--- src/rtl/jtag_scan_master_pkg.sv ---
`default_nettype none
// ============================================================================
// jtag_scan_pkg : command codes, FSM states and TMS walk patterns
// Revision: 1.0
// ============================================================================
package jtag_scan_pkg;

    localparam logic [1:0] CMD_RESET = 2'd0;
    localparam logic [1:0] CMD_IR    = 2'd1;
    localparam logic [1:0] CMD_DR    = 2'd2;

    typedef enum logic [2:0] {
        ST_IDLE    = 3'd0,
        ST_RST_SEQ = 3'd1,
        ST_SEL     = 3'd2,
        ST_SHIFT   = 3'd3,
        ST_EXIT    = 3'd4,
        ST_RESP    = 3'd5
    } state_t;

    // Bit 0 is the TMS value of the first TCK cycle; *_LAST is the final step index.
    localparam logic [3:0] TMS_PRE_IR          = 4'b0011;
    localparam logic [1:0] TMS_PRE_IR_LAST     = 2'd3;
    localparam logic [3:0] TMS_PRE_DR          = 4'b0001;
    localparam logic [1:0] TMS_PRE_DR_LAST     = 2'd2;
    localparam logic [3:0] TMS_POST_EARLY      = 4'b0001;
    localparam logic [1:0] TMS_POST_EARLY_LAST = 2'd1;
    localparam logic [3:0] TMS_POST_PAUSE      = 4'b0110;
    localparam logic [1:0] TMS_POST_PAUSE_LAST = 2'd3;

    function automatic logic tms_bit(input logic [3:0] pat, input logic [1:0] idx);
        return pat[idx];
    endfunction

endpackage
`default_nettype wire

--- src/rtl/jtag_scan_master_if.sv ---
`default_nettype none
// ============================================================================
// jtag_scan_master_if : command / response handshake bundle
// Revision: 1.0
// ============================================================================
interface jtag_scan_master_if #(
    parameter int MAX_DR_BITS = 64,
    parameter int NB_W        = $clog2(MAX_DR_BITS + 1)
);
    import jtag_scan_pkg::*;

    logic                   cmd_valid;
    logic                   cmd_ready;
    logic [1:0]             cmd_type;
    logic [NB_W-1:0]        cmd_nbits;
    logic [MAX_DR_BITS-1:0] cmd_tdi;
    logic                   cmd_pause;
    logic                   rsp_valid;
    logic                   rsp_ready;
    logic [MAX_DR_BITS-1:0] rsp_tdo;

    modport master (
        output cmd_valid, cmd_type, cmd_nbits, cmd_tdi, cmd_pause, rsp_ready,
        input  cmd_ready, rsp_valid, rsp_tdo
    );

    modport slave (
        input  cmd_valid, cmd_type, cmd_nbits, cmd_tdi, cmd_pause, rsp_ready,
        output cmd_ready, rsp_valid, rsp_tdo
    );

endinterface
`default_nettype wire

--- src/rtl/jtag_scan_master_tck_gen.sv ---
`default_nettype none
// ============================================================================
// jtag_tck_gen : TCK divider with single-clk rise/fall strobes
// Revision: 1.0
// ============================================================================
module jtag_tck_gen #(
    parameter int TCK_DIV = 2
) (
    input  logic clk,
    input  logic rst,
    input  logic en_i,
    output logic tck_o,
    output logic rise_o,
    output logic fall_o
);
    localparam int              CNT_W    = (TCK_DIV > 1) ? $clog2(TCK_DIV) : 1;
    localparam logic [CNT_W-1:0] CNT_LAST = CNT_W'(TCK_DIV - 1);

    logic [CNT_W-1:0] cnt_q, cnt_d;
    logic             tck_q, tck_d;
    logic             w_term;

    // Strobes mark the clk edge on which tck_q toggles.
    assign w_term = en_i && (cnt_q == CNT_LAST);
    assign rise_o = w_term && !tck_q;
    assign fall_o = w_term && tck_q;
    assign tck_o  = tck_q;

    always_comb begin
        cnt_d = cnt_q;
        tck_d = tck_q;
        if (!en_i) begin
            cnt_d = '0;
            tck_d = 1'b0;
        end else if (w_term) begin
            cnt_d = '0;
            tck_d = !tck_q;
        end else begin
            cnt_d = cnt_q + 1'b1;
        end
    end

    always_ff @(posedge clk or posedge rst) begin
        if (rst) begin
            cnt_q <= '0;
            tck_q <= 1'b0;
        end else begin
            cnt_q <= cnt_d;
            tck_q <= tck_d;
        end
    end

endmodule
`default_nettype wire

--- src/rtl/jtag_scan_master.sv ---
`default_nettype none
// ============================================================================
// jtag_scan_master : turns RESET / IR / DR commands into TCK/TMS/TDI walks
// Revision: 1.0
// ============================================================================
module jtag_scan_master
    import jtag_scan_pkg::*;
#(
    parameter int IR_LENGTH        = 4,
    parameter int MAX_DR_BITS      = 64,
    parameter int TCK_DIV          = 2,
    parameter int RESET_TMS_CYCLES = 5
) (
    input  logic                clk,
    input  logic                rst,
    jtag_scan_master_if.slave   bus,
    output logic                tck_o,
    output logic                tms_o,
    output logic                tdi_o,
    input  logic                tdo_i,
    output logic                busy_o,
    output logic                tap_synced_o
);
    localparam int NB_W   = $clog2(MAX_DR_BITS + 1);
    localparam int BIT_W  = $clog2(MAX_DR_BITS);
    localparam int STEP_W = ($clog2(RESET_TMS_CYCLES + 1) > 2) ? $clog2(RESET_TMS_CYCLES + 1) : 2;

    localparam logic [NB_W-1:0]   NB_MAX   = NB_W'(MAX_DR_BITS);
    localparam logic [BIT_W-1:0]  DR_LAST  = BIT_W'(MAX_DR_BITS - 1);
    localparam logic [BIT_W-1:0]  IR_LAST  = BIT_W'(IR_LENGTH - 1);
    localparam logic [STEP_W-1:0] RST_LAST = STEP_W'(RESET_TMS_CYCLES);

    state_t                 state_q, state_d;
    logic [STEP_W-1:0]      step_q, step_d;
    logic [BIT_W-1:0]       bit_q, bit_d;
    logic [BIT_W-1:0]       last_q, last_d;
    logic                   is_reset_q, is_reset_d;
    logic                   is_ir_q, is_ir_d;
    logic                   pause_q, pause_d;
    logic [MAX_DR_BITS-1:0] tdi_vec_q, tdi_vec_d;
    logic [MAX_DR_BITS-1:0] tdo_vec_q, tdo_vec_d;
    logic                   tms_q, tms_d;
    logic                   tdi_q, tdi_d;
    logic                   synced_q, synced_d;

    logic                   w_busy, w_rise, w_fall;
    logic                   w_cmd_ir, w_cmd_reset;
    logic [BIT_W-1:0]       w_dr_last;
    logic [STEP_W-1:0]      w_step_nxt;
    logic [BIT_W-1:0]       w_bit_nxt;
    logic [3:0]             w_pre, w_post;
    logic [1:0]             w_pre_last, w_post_last;

    assign w_busy = (state_q == ST_RST_SEQ) || (state_q == ST_SEL) ||
                    (state_q == ST_SHIFT)   || (state_q == ST_EXIT);

    jtag_tck_gen #(.TCK_DIV(TCK_DIV)) u_tck_gen (
        .clk    (clk),
        .rst    (rst),
        .en_i   (w_busy),
        .tck_o  (tck_o),
        .rise_o (w_rise),
        .fall_o (w_fall)
    );

    assign w_cmd_ir    = (bus.cmd_type == CMD_IR);
    assign w_cmd_reset = !((bus.cmd_type == CMD_IR) || (bus.cmd_type == CMD_DR));
    assign w_step_nxt  = step_q + 1'b1;
    assign w_bit_nxt   = bit_q + 1'b1;
    assign w_pre       = is_ir_q ? TMS_PRE_IR      : TMS_PRE_DR;
    assign w_pre_last  = is_ir_q ? TMS_PRE_IR_LAST : TMS_PRE_DR_LAST;
    assign w_post      = pause_q ? TMS_POST_PAUSE      : TMS_POST_EARLY;
    assign w_post_last = pause_q ? TMS_POST_PAUSE_LAST : TMS_POST_EARLY_LAST;

    // A zero length still shifts one bit; oversize lengths saturate.
    always_comb begin
        if (bus.cmd_nbits == '0)
            w_dr_last = '0;
        else if (bus.cmd_nbits > NB_MAX)
            w_dr_last = DR_LAST;
        else
            w_dr_last = BIT_W'(bus.cmd_nbits - 1'b1);
    end

    always_comb begin
        state_d    = state_q;
        step_d     = step_q;
        bit_d      = bit_q;
        last_d     = last_q;
        is_reset_d = is_reset_q;
        is_ir_d    = is_ir_q;
        pause_d    = pause_q;
        tdi_vec_d  = tdi_vec_q;
        tdo_vec_d  = tdo_vec_q;
        tms_d      = tms_q;
        tdi_d      = tdi_q;
        synced_d   = synced_q;

        case (state_q)
            ST_IDLE: begin
                if (bus.cmd_valid) begin
                    is_reset_d = w_cmd_reset;
                    is_ir_d    = w_cmd_ir;
                    pause_d    = bus.cmd_pause && (bus.cmd_type == CMD_DR);
                    tdi_vec_d  = bus.cmd_tdi;
                    tdo_vec_d  = '0;
                    last_d     = w_cmd_ir ? IR_LAST : w_dr_last;
                    step_d     = '0;
                    bit_d      = '0;
                    tdi_d      = 1'b0;
                    if (!w_cmd_reset && synced_q) begin
                        state_d = ST_SEL;
                        tms_d   = tms_bit(w_cmd_ir ? TMS_PRE_IR : TMS_PRE_DR, 2'd0);
                    end else begin
                        state_d = ST_RST_SEQ;
                        tms_d   = 1'b1;
                    end
                end
            end
            ST_RST_SEQ: begin
                if (w_fall) begin
                    step_d = w_step_nxt;
                    tms_d  = (w_step_nxt < RST_LAST);
                    if (step_q == RST_LAST) begin
                        synced_d = 1'b1;
                        step_d   = '0;
                        if (is_reset_q) begin
                            state_d = ST_RESP;
                            tms_d   = 1'b0;
                        end else begin
                            state_d = ST_SEL;
                            tms_d   = tms_bit(w_pre, 2'd0);
                        end
                    end
                end
            end
            ST_SEL: begin
                if (w_fall) begin
                    if (step_q == STEP_W'(w_pre_last)) begin
                        state_d = ST_SHIFT;
                        bit_d   = '0;
                        tms_d   = (last_q == '0);
                        tdi_d   = tdi_vec_q[0];
                    end else begin
                        step_d = w_step_nxt;
                        tms_d  = tms_bit(w_pre, w_step_nxt[1:0]);
                    end
                end
            end
            ST_SHIFT: begin
                if (w_rise)
                    tdo_vec_d[bit_q] = tdo_i;
                if (w_fall) begin
                    if (bit_q == last_q) begin
                        state_d = ST_EXIT;
                        step_d  = '0;
                        tms_d   = tms_bit(w_post, 2'd0);
                        tdi_d   = 1'b0;
                    end else begin
                        bit_d = w_bit_nxt;
                        tdi_d = tdi_vec_q[w_bit_nxt];
                        tms_d = (w_bit_nxt == last_q);
                    end
                end
            end
            ST_EXIT: begin
                if (w_fall) begin
                    if (step_q == STEP_W'(w_post_last)) begin
                        state_d = ST_RESP;
                    end else begin
                        step_d = w_step_nxt;
                        tms_d  = tms_bit(w_post, w_step_nxt[1:0]);
                    end
                end
            end
            ST_RESP: begin
                if (bus.rsp_ready)
                    state_d = ST_IDLE;
            end
            default: state_d = ST_IDLE;
        endcase
    end

    always_ff @(posedge clk or posedge rst) begin
        if (rst) begin
            state_q    <= ST_IDLE;
            step_q     <= '0;
            bit_q      <= '0;
            last_q     <= '0;
            is_reset_q <= 1'b0;
            is_ir_q    <= 1'b0;
            pause_q    <= 1'b0;
            tdi_vec_q  <= '0;
            tdo_vec_q  <= '0;
            tms_q      <= 1'b1;
            tdi_q      <= 1'b0;
            synced_q   <= 1'b0;
        end else begin
            state_q    <= state_d;
            step_q     <= step_d;
            bit_q      <= bit_d;
            last_q     <= last_d;
            is_reset_q <= is_reset_d;
            is_ir_q    <= is_ir_d;
            pause_q    <= pause_d;
            tdi_vec_q  <= tdi_vec_d;
            tdo_vec_q  <= tdo_vec_d;
            tms_q      <= tms_d;
            tdi_q      <= tdi_d;
            synced_q   <= synced_d;
        end
    end

    assign bus.cmd_ready = (state_q == ST_IDLE);
    assign bus.rsp_valid = (state_q == ST_RESP);
    assign bus.rsp_tdo   = tdo_vec_q;
    assign busy_o        = w_busy;
    assign tms_o         = tms_q;
    assign tdi_o         = tdi_q;
    assign tap_synced_o  = synced_q;

endmodule
`default_nettype wire
--- src/flat_wrapper.sv ---
// flat-port wrapper written by rule: the top's interface ports become plain ports
module jtag_scan_master_flat import jtag_scan_pkg::*;
#(
    parameter int IR_LENGTH        = 4,
    parameter int MAX_DR_BITS      = 64,
    parameter int TCK_DIV          = 2,
    parameter int RESET_TMS_CYCLES = 5
)
  (clk, rst, tck_o, tms_o, tdi_o, tdo_i, busy_o, tap_synced_o, bus_cmd_valid, bus_cmd_type, bus_cmd_nbits, bus_cmd_tdi, bus_cmd_pause, bus_rsp_ready, bus_cmd_ready, bus_rsp_valid, bus_rsp_tdo);
  jtag_scan_master_if #(.MAX_DR_BITS(MAX_DR_BITS)) bus_i ();
  input  logic clk;
  input  logic rst;
  output logic tck_o;
  output logic tms_o;
  output logic tdi_o;
  input  logic tdo_i;
  output logic busy_o;
  output logic tap_synced_o;
  input wire logic [$bits(bus_i.cmd_valid)-1:0] bus_cmd_valid;
  input wire logic [$bits(bus_i.cmd_type)-1:0] bus_cmd_type;
  input wire logic [$bits(bus_i.cmd_nbits)-1:0] bus_cmd_nbits;
  input wire logic [$bits(bus_i.cmd_tdi)-1:0] bus_cmd_tdi;
  input wire logic [$bits(bus_i.cmd_pause)-1:0] bus_cmd_pause;
  input wire logic [$bits(bus_i.rsp_ready)-1:0] bus_rsp_ready;
  output wire logic [$bits(bus_i.cmd_ready)-1:0] bus_cmd_ready;
  output wire logic [$bits(bus_i.rsp_valid)-1:0] bus_rsp_valid;
  output wire logic [$bits(bus_i.rsp_tdo)-1:0] bus_rsp_tdo;
  assign bus_i.cmd_valid = bus_cmd_valid;
  assign bus_i.cmd_type = bus_cmd_type;
  assign bus_i.cmd_nbits = bus_cmd_nbits;
  assign bus_i.cmd_tdi = bus_cmd_tdi;
  assign bus_i.cmd_pause = bus_cmd_pause;
  assign bus_i.rsp_ready = bus_rsp_ready;
  assign bus_cmd_ready = bus_i.cmd_ready;
  assign bus_rsp_valid = bus_i.rsp_valid;
  assign bus_rsp_tdo = bus_i.rsp_tdo;
  jtag_scan_master #(.IR_LENGTH(IR_LENGTH), .MAX_DR_BITS(MAX_DR_BITS), .TCK_DIV(TCK_DIV), .RESET_TMS_CYCLES(RESET_TMS_CYCLES)) u_core (.clk(clk), .rst(rst), .bus(bus_i), .tck_o(tck_o), .tms_o(tms_o), .tdi_o(tdi_o), .tdo_i(tdo_i), .busy_o(busy_o), .tap_synced_o(tap_synced_o));
endmodule
--- config.mk ---
export PLATFORM = sky130hd
export DESIGN_NAME = jtag_scan_master_flat
export DESIGN_NICKNAME = d
export VERILOG_FILES = /design/src/rtl/jtag_scan_master_pkg.sv /design/src/rtl/jtag_scan_master_if.sv /design/src/rtl/jtag_scan_master_tck_gen.sv /design/src/rtl/jtag_scan_master.sv /design/src/flat_wrapper.sv
export SDC_FILE = /design/constraint.sdc
export NUM_CORES = 1
export LEC_CHECK = 0
export CAP_MARGIN = 20
export CORE_MARGIN = 2
export CORE_UTILIZATION = 50
export DETAILED_ROUTE_END_ITERATION = 8
export HOLD_SLACK_MARGIN = 0.05
export MAX_ROUTING_LAYER = met4
export PLACE_DENSITY = 0.76
export SYNTH_ARGS = -nofsm -noshare
export SYNTH_HDL_FRONTEND = slang
export SYNTH_SLANG_ARGS = --single-unit
--- constraint.sdc ---
create_clock -name clk -period 6.5 [get_ports clk]
set_clock_uncertainty 0.1 [all_clocks]
set_input_delay 0.975 -clock clk [delete_from_list [all_inputs] [get_ports clk]]
set_output_delay 0.975 -clock clk [all_outputs]
set_load 0.1 [all_outputs]
==> impl_metrics.csv, run 1 <==
group,metric,value,unit
status,run_status,"finished clean",
sta,timing.final.hold_violations,0,
routing,final_antenna_net_count,0,
clocking,cts.hold.buffers_added,0,
critical_path,worst_setup_path_end_kind,"output port",
critical_path,start_kind,"register",
pwr,p_leak,4.537,nW
placed_design,pre_cts_ws,2525,ps
clocking,level_count_of_the_clock_h_tree,4,
logic_synthesis,synth.ff_latch_count,154,
min_path,hold_path.class,"register to register",
die,die_outline_height,129.4,um
global_routing,grt_pass1_vias,6623,
clocking,tritoncts_clock_tree,"done",
critical_path,cp.required,5420,ps
logic_synthesis,synthesis.nets,949,
logic_synthesis,most_instantiated_flip_flop_cell_in_the_synthesis_netlist,"sky130_fd_sc_hd__dfrtp_1",
finish,total_of_fill_cells_in_the_finished_design,1262,
global_routing,grt_remaining_overflow,0,
sta,period_share,58.96,%
finish,layout.nets,1068,
placed_design,post-place-cells,1171,
finish,drive_gt1_share,8.065,%
placed_design,number_of_port_buffers,149,
sta,tightestPinTransition,1019,ps
sta,fmaxAchievable,0.2609,GHz
die,core-area,15310,um^2
sta,fin_hold_ws,368.5,ps
global_routing,initial_antenna_violation_count,0,
die,rows,45,
routing,detail_route.wirelength,20.64,mm
clocking,clock-root-buffer,"sky130_fd_sc_hd__clkbuf_16",
die,initial_standard_cell_utilization_of_the_core,51.37,%
clocking,cts_repair_resize_count,0,
clocking,tritoncts.num_buffers,17,
routing,vias_per_cell,5.706,
finish,antennaDiodeCount,0,
sta,fin_setup_tns,0,ps
finish,fin_area,10090,um^2
pwr,vdd_ir_drop_max,0.3050,mV
pwr,p_total,3.749,mW
placed_design,final_weighted_congestion_of_routability_driven_global_placement,0.8495,
critical_path,worst_ep_arrival_time,2760,ps
finish,final_non_filler_cells,1203,
die,dieArea,16750,um^2
clocking,cts.clk_slew.worst_paths,60,ps
logic_synthesis,syn-mean-instance-area,9.138,um^2
logic_synthesis,edff_count_synth,0,
routing,first_pass_iters,6,
routing,routed_via_count,6864,
finish,most_common_cell_after_layout_fill_and_taps_aside,"sky130_fd_sc_hd__nand2_1",
routing,detail_route.iter0.violations,869,
critical_path,critical_path_fanout_max,14,
sta,timing.final.max_slew_violations,0,
pwr,p_per_area,371.6,nW/um^2
die,floorplan.die.width,129.4,um
finish,layout_common_cells,"228 x sky130_fd_sc_hd__nand2_1, 153 x sky130_fd_sc_hd__dfrtp_1, 149 x sky130_fd_sc_hd__clkdlybuf4s50_1",
finish,flow.area_growth_from_synthesis,28.24,%
critical_path,setup.reg_to_reg.worst_slack,3020,ps
logic_synthesis,synth_cells,861,
placed_design,placement.cell_area,9429,um^2
sta,rsz_0062_raised_after_global_routing,"false",
run,drv.max_cap_violation_count,0,
clocking,cts_max_path_buffers,2,
sta,finalSetupViolCount,0,
finish,fin_util,65.88,%
routing,detail_route.drc_violations,0,
global_routing,pin_count_of_the_biggest_net_entering_global_routing,116,
placed_design,dp_hpwl,13.71,mm
finish,multiInputGateArea,3701,um^2
sta,slew_headroom,31.54,%
logic_synthesis,post_synth_instance_area,7868,um^2
logic_synthesis,yosysWarnings,0,
routing,wl_per_cell,17.15,um
clocking,postCtsSetupBuffers,0,
clocking,tritoncts_num_sinks,154,
finish,ff_latch_area,3855,um^2
clocking,clk-insertion-delay-late,430,ps
critical_path,critPathKind,"register to output port",
global_routing,aggregate_global_route_resource_usage,26.49,%
logic_synthesis,async_flop_share,100.0,%
sta,post-route-worst-setup-slack,2668,ps
sta,period_minus_slack,3832,ps
global_routing,grt_first_pass_wirelength,33.50,mm
logic_synthesis,synth.yosys.seq_area_share,49.00,%
die,number_of_i_o_pins,150,
logic_synthesis,synth_cell_types,74,
[cell usage after synthesis (6+ instances only)]
master	number	area share (%)
sky130_fd_sc_hd__nand2_1	229	11
sky130_fd_sc_hd__dfrtp_1	153	49
sky130_fd_sc_hd__o21ai_1	83	5.3
sky130_fd_sc_hd__a21oi_1	67	4.3
sky130_fd_sc_hd__o21ai_0	54	3.4
sky130_fd_sc_hd__clkbuf_1	34	1.6
sky130_fd_sc_hd__nor2_1	20	0.95
sky130_fd_sc_hd__mux4_2	16	4.6
sky130_fd_sc_hd__inv_1	15	0.72
sky130_fd_sc_hd__nand2b_1	11	0.87
sky130_fd_sc_hd__nand3_1	11	0.70
sky130_fd_sc_hd__xnor2_1	11	1.2
sky130_fd_sc_hd__buf_2	10	0.64
sky130_fd_sc_hd__mux2i_1	10	1.3
sky130_fd_sc_hd__xor2_1	10	1.1
sky130_fd_sc_hd__ha_1	9	1.4
sky130_fd_sc_hd__nor3_1	8	0.51
sky130_fd_sc_hd__and2_1	7	0.56
sky130_fd_sc_hd__buf_1	7	0.33
sky130_fd_sc_hd__o211ai_1	6	0.57
[final timing paths]
path                                                  startpoint                            endpoint  depth (start not counted)
worst max-delay path               u_core.state_q[0]$_DFFE_PP0P_                       bus_rsp_valid                          3
worst min-delay path            u_core.tdi_vec_q[48]$_DFFE_PP0P_    u_core.tdi_vec_q[48]$_DFFE_PP0P_                          2
worst max register to register     u_core.state_q[0]$_DFFE_PP0P_  u_core.bus.rsp_tdo[16]$_DFFE_PP0P_                          8
worst min register to register  u_core.tdi_vec_q[48]$_DFFE_PP0P_    u_core.tdi_vec_q[48]$_DFFE_PP0P_                          2
max in group asynchronous                                    rst    u_core.tdi_vec_q[46]$_DFFE_PP0P_                          4
min in group asynchronous                                    rst        u_core.step_q[0]$_DFFE_PP0P_                          2
[worst max-delay path: stages (launching register included)]
cell                              delay (ps)
sky130_fd_sc_hd__dfrtp_1                 710
sky130_fd_sc_hd__inv_2                   220
sky130_fd_sc_hd__nor3_1                  240
sky130_fd_sc_hd__clkdlybuf4s50_1        1160
[registers in the layout, indices dropped and copies added (netlist names), 3 cells and up]
register,cells
u_core.bit_q,6
u_core.bus.rsp_tdo,64
u_core.last_q,6
u_core.state_q,3
u_core.step_q,3
u_core.tdi_vec_q,64
[power breakdown]
part           total [mW]  switching [mW]  internal [mW]
registers            1.40           0.193           1.21
logic                1.28           0.763          0.518
clock network        1.07           0.411          0.657
total                3.75            1.37           2.38
[layout make-up]
| cell class | instances | area share (%) |
|---|---|---|
| Multi-Input combinational cell | 634 | 36.68 |
| Clock inverter | 12 | 1.885 |
| Inverter | 16 | 0.6448 |
| Sequential cell | 154 | 38.21 |
| Timing Repair Buffer | 157 | 15.58 |
| Clock buffer | 19 | 4.390 |
| Tap cell | 211 | 2.617 |
[layer usage]
| metal | GRT usage, % | routed length, um | vias up |
|---|---|---|---|
| met5 | - | 0 | - |
| met4 | 9.424 | 412 | 0 |
| met3 | 5.161 | 1534 | 39 |
| met2 | 39.97 | 9792 | 312 |
| met1 | 36.08 | 8895 | 3309 |
| li1 | - | - | 3204 |
[cell families after synthesis]
logic type | after synthesis | synth area share (%)
compound gates | 252 | 18.21
xor+xnor | 23 | 2.894
fa+ha+maj | 10 | 1.559
buf+inv | 73 | 4.071
flops | 154 | 49.00
mux | 27 | 6.043
simple gates | 322 | 18.23
Power figures use the tool's default switching activity.
==> inputs of run 2 (changes only) <==
==> constraint.sdc (replaced) <==
create_clock -name clk -period 3.7 [get_ports clk]
set_clock_uncertainty 0.1 [all_clocks]
set_input_delay 0.555 -clock clk [delete_from_list [all_inputs] [get_ports clk]]
set_output_delay 0.555 -clock clk [all_outputs]
set_load 0.1 [all_outputs]
==> run 2 against run 1 <==
  * Combinational power up 76%
  * Non-clock buffer count up 3
  * Largest power group unchanged
  * Highest routed layer unchanged
  * Cell count up 0.25%
  * Register-to-register slack worse by 2100 ps
  * Critical endpoint is now u_core.tdi_o$_DFFE_PP0P_
  * Critical path depth up 4
  * Wire length up 0.44%
  * Sequential cell count unchanged
  * Die area unchanged
  * Worst hold slack about the same
  * Largest cell class unchanged
  * Utilization down 0.21 points
  * Sequential power up 80%
==> impl_metrics.csv, run 2 (synthesized netlist as in run 1, its figures left out) <==
group,metric,value,unit
routing,detail_route.drc_violations,0,
global_routing,grt_pass1_vias,6467,
finish,fin_util,65.67,%
critical_path,worst_setup_path_end_kind,"register",
sta,tightestPinTransition,986.4,ps
global_routing,pin_count_of_the_biggest_net_entering_global_routing,155,
critical_path,critical_path.reg2reg.startpoint,"u_core.bit_q[1]$_DFFE_PP0P_",
pwr,p_per_area,647.0,nW/um^2
clocking,level_count_of_the_clock_h_tree,4,
critical_path,start_kind,"register",
critical_path,setup.reg_to_reg.worst_slack,890,ps
finish,final_non_filler_cells,1206,
finish,antennaDiodeCount,0,
clocking,clock-root-buffer,"sky130_fd_sc_hd__clkbuf_16",
finish,layout.nets,1071,
critical_path,worstPathCellList,"ha_1 > buf_4 > mux4_2 > a31oi_1 > o211ai_1 > a21boi_0 > o21ai_1",
sta,timing.final.hold_violations,0,
placed_design,post-place-cells,1175,
routing,detail_route.iter0.violations,685,
placed_design,pre_cts_ws,849.6,ps
sta,slew_headroom,34.04,%
routing,final_antenna_net_count,0,
placed_design,final_weighted_congestion_of_routability_driven_global_placement,0.8450,
sta,period_share,75.95,%
sta,period_minus_slack,2810,ps
critical_path,worstRegToRegCells,7,
critical_path,crit_end,"u_core.tdi_o$_DFFE_PP0P_",
sta,fmaxAchievable,0.3559,GHz
critical_path,timing.critical_path.depth,7,
critical_path,cp.required,3910,ps
placed_design,number_of_port_buffers,149,
clocking,cts.hold.buffers_added,0,
critical_path,crit_path_top_delay_cell,"sky130_fd_sc_hd__ha_1",
clocking,clk-insertion-delay-late,430,ps
clocking,cts_repair_resize_count,0,
critical_path,critPathKind,"register to register",
global_routing,initial_antenna_violation_count,0,
finish,drive_gt1_share,8.543,%
placed_design,dp_hpwl,14.05,mm
pwr,p_total,6.507,mW
clocking,tritoncts.num_buffers,17,
routing,first_pass_iters,5,
global_routing,aggregate_global_route_resource_usage,26.45,%
critical_path,critical_path_fanout_max,12,
die,rows,45,
min_path,hold_start,"u_core.tdi_vec_q[48]$_DFFE_PP0P_",
clocking,postCtsSetupBuffers,0,
critical_path,cp_slowest_stage_delay,700,ps
global_routing,grt_first_pass_wirelength,33.26,mm
clocking,cts_max_path_buffers,2,
critical_path,critPathTopFamily,"adder cells",
die,core-area,15310,um^2
pwr,p_leak,4.531,nW
sta,post-route-worst-setup-slack,889.9,ps
die,initial_standard_cell_utilization_of_the_core,51.37,%
die,floorplan.die.width,129.4,um
clocking,cts.clk_slew.worst_paths,60,ps
clocking,tritoncts_num_sinks,154,
critical_path,path_buf_inv,1,
die,dieArea,16750,um^2
min_path,hold_path.class,"register to register",
sta,finalSetupViolCount,0,
clocking,tritoncts_clock_tree,"done",
routing,routed_via_count,6814,
finish,layout_common_cells,"228 x sky130_fd_sc_hd__nand2_1, 153 x sky130_fd_sc_hd__dfrtp_1, 146 x sky130_fd_sc_hd__clkdlybuf4s50_1",
global_routing,grt_remaining_overflow,0,
sta,rsz_0062_raised_after_global_routing,"false",
finish,most_common_cell_after_layout_fill_and_taps_aside,"sky130_fd_sc_hd__nand2_1",
routing,wl_per_cell,17.18,um
status,run_status,"finished clean",
pwr,vdd_ir_drop_max,0.4522,mV
routing,detail_route.wirelength,20.73,mm
sta,timing.final.max_slew_violations,0,
die,number_of_i_o_pins,150,
sta,fin_setup_tns,0,ps
routing,vias_per_cell,5.650,
critical_path,worst_ep_arrival_time,3020,ps
critical_path,setup.worst_path.start,"u_core.bit_q[1]$_DFFE_PP0P_",
die,die_outline_height,129.4,um
finish,flow.area_growth_from_synthesis,27.83,%
critical_path,worst_r2r_endpoint,"u_core.tdi_o$_DFFE_PP0P_",
run,drv.max_cap_violation_count,0,
run 2: worst min-delay path by stage:
stage                                            end  depth (start not counted)
floorplan           u_core.tdi_vec_q[12]$_DFFE_PP0P_                          2
global placement    u_core.tdi_vec_q[38]$_DFFE_PP0P_                          2
detailed placement  u_core.tdi_vec_q[48]$_DFFE_PP0P_                          2
CTS                 u_core.tdi_vec_q[48]$_DFFE_PP0P_                          2
global route        u_core.tdi_vec_q[40]$_DFFE_PP0P_                          2
finish              u_core.tdi_vec_q[48]$_DFFE_PP0P_                          2
run 2: tightest hold or removal path: cells and delay by family, from the launching register on:
kind | cells | cell delay [ps]
flip-flops | 1 | 330
AND/OR/NAND/NOR | 2 | 100
run 2: per-stage QoR:
stage,hold WS [ps],instance area [um^2]
5_1_grt,400.9,10060
2_1_floorplan,340.3,7871
6_report,368.2,10060
4_1_cts,372.3,10060
3_5_place_dp,356.9,9458
3_3_place_gp,361.9,9458
run 2: final cells by class:
| class | count | area, um^2 |
|---|---|---|
| fillers | 1217 | 5258 |
| inverters | 16 | 63.81 |
| flip-flops and latches | 154 | 3855 |
| multi-input cells | 634 | 3696 |
| well taps | 211 | 264.0 |
| clock buffers | 22 | 484.2 |
| clock inverters | 9 | 115.1 |
| repair buffers | 160 | 1579 |
run 2: layer usage:
| metal | vias up | GRT usage [%] | routed length, um |
|---|---|---|---|
| met4 | 0 | 10.37 | 528 |
| met5 | - | - | 0 |
| li1 | 3226 | - | - |
| met3 | 45 | 5.285 | 1467 |
| met1 | 3238 | 35.57 | 8918 |
| met2 | 305 | 39.88 | 9810 |
run 2: report_power, final:
group | switching [mW] | internal [mW]
registers | 0.393 | 2.12
clock network | 0.682 | 1.06
logic | 1.34 | 0.908
total | 2.42 | 4.09
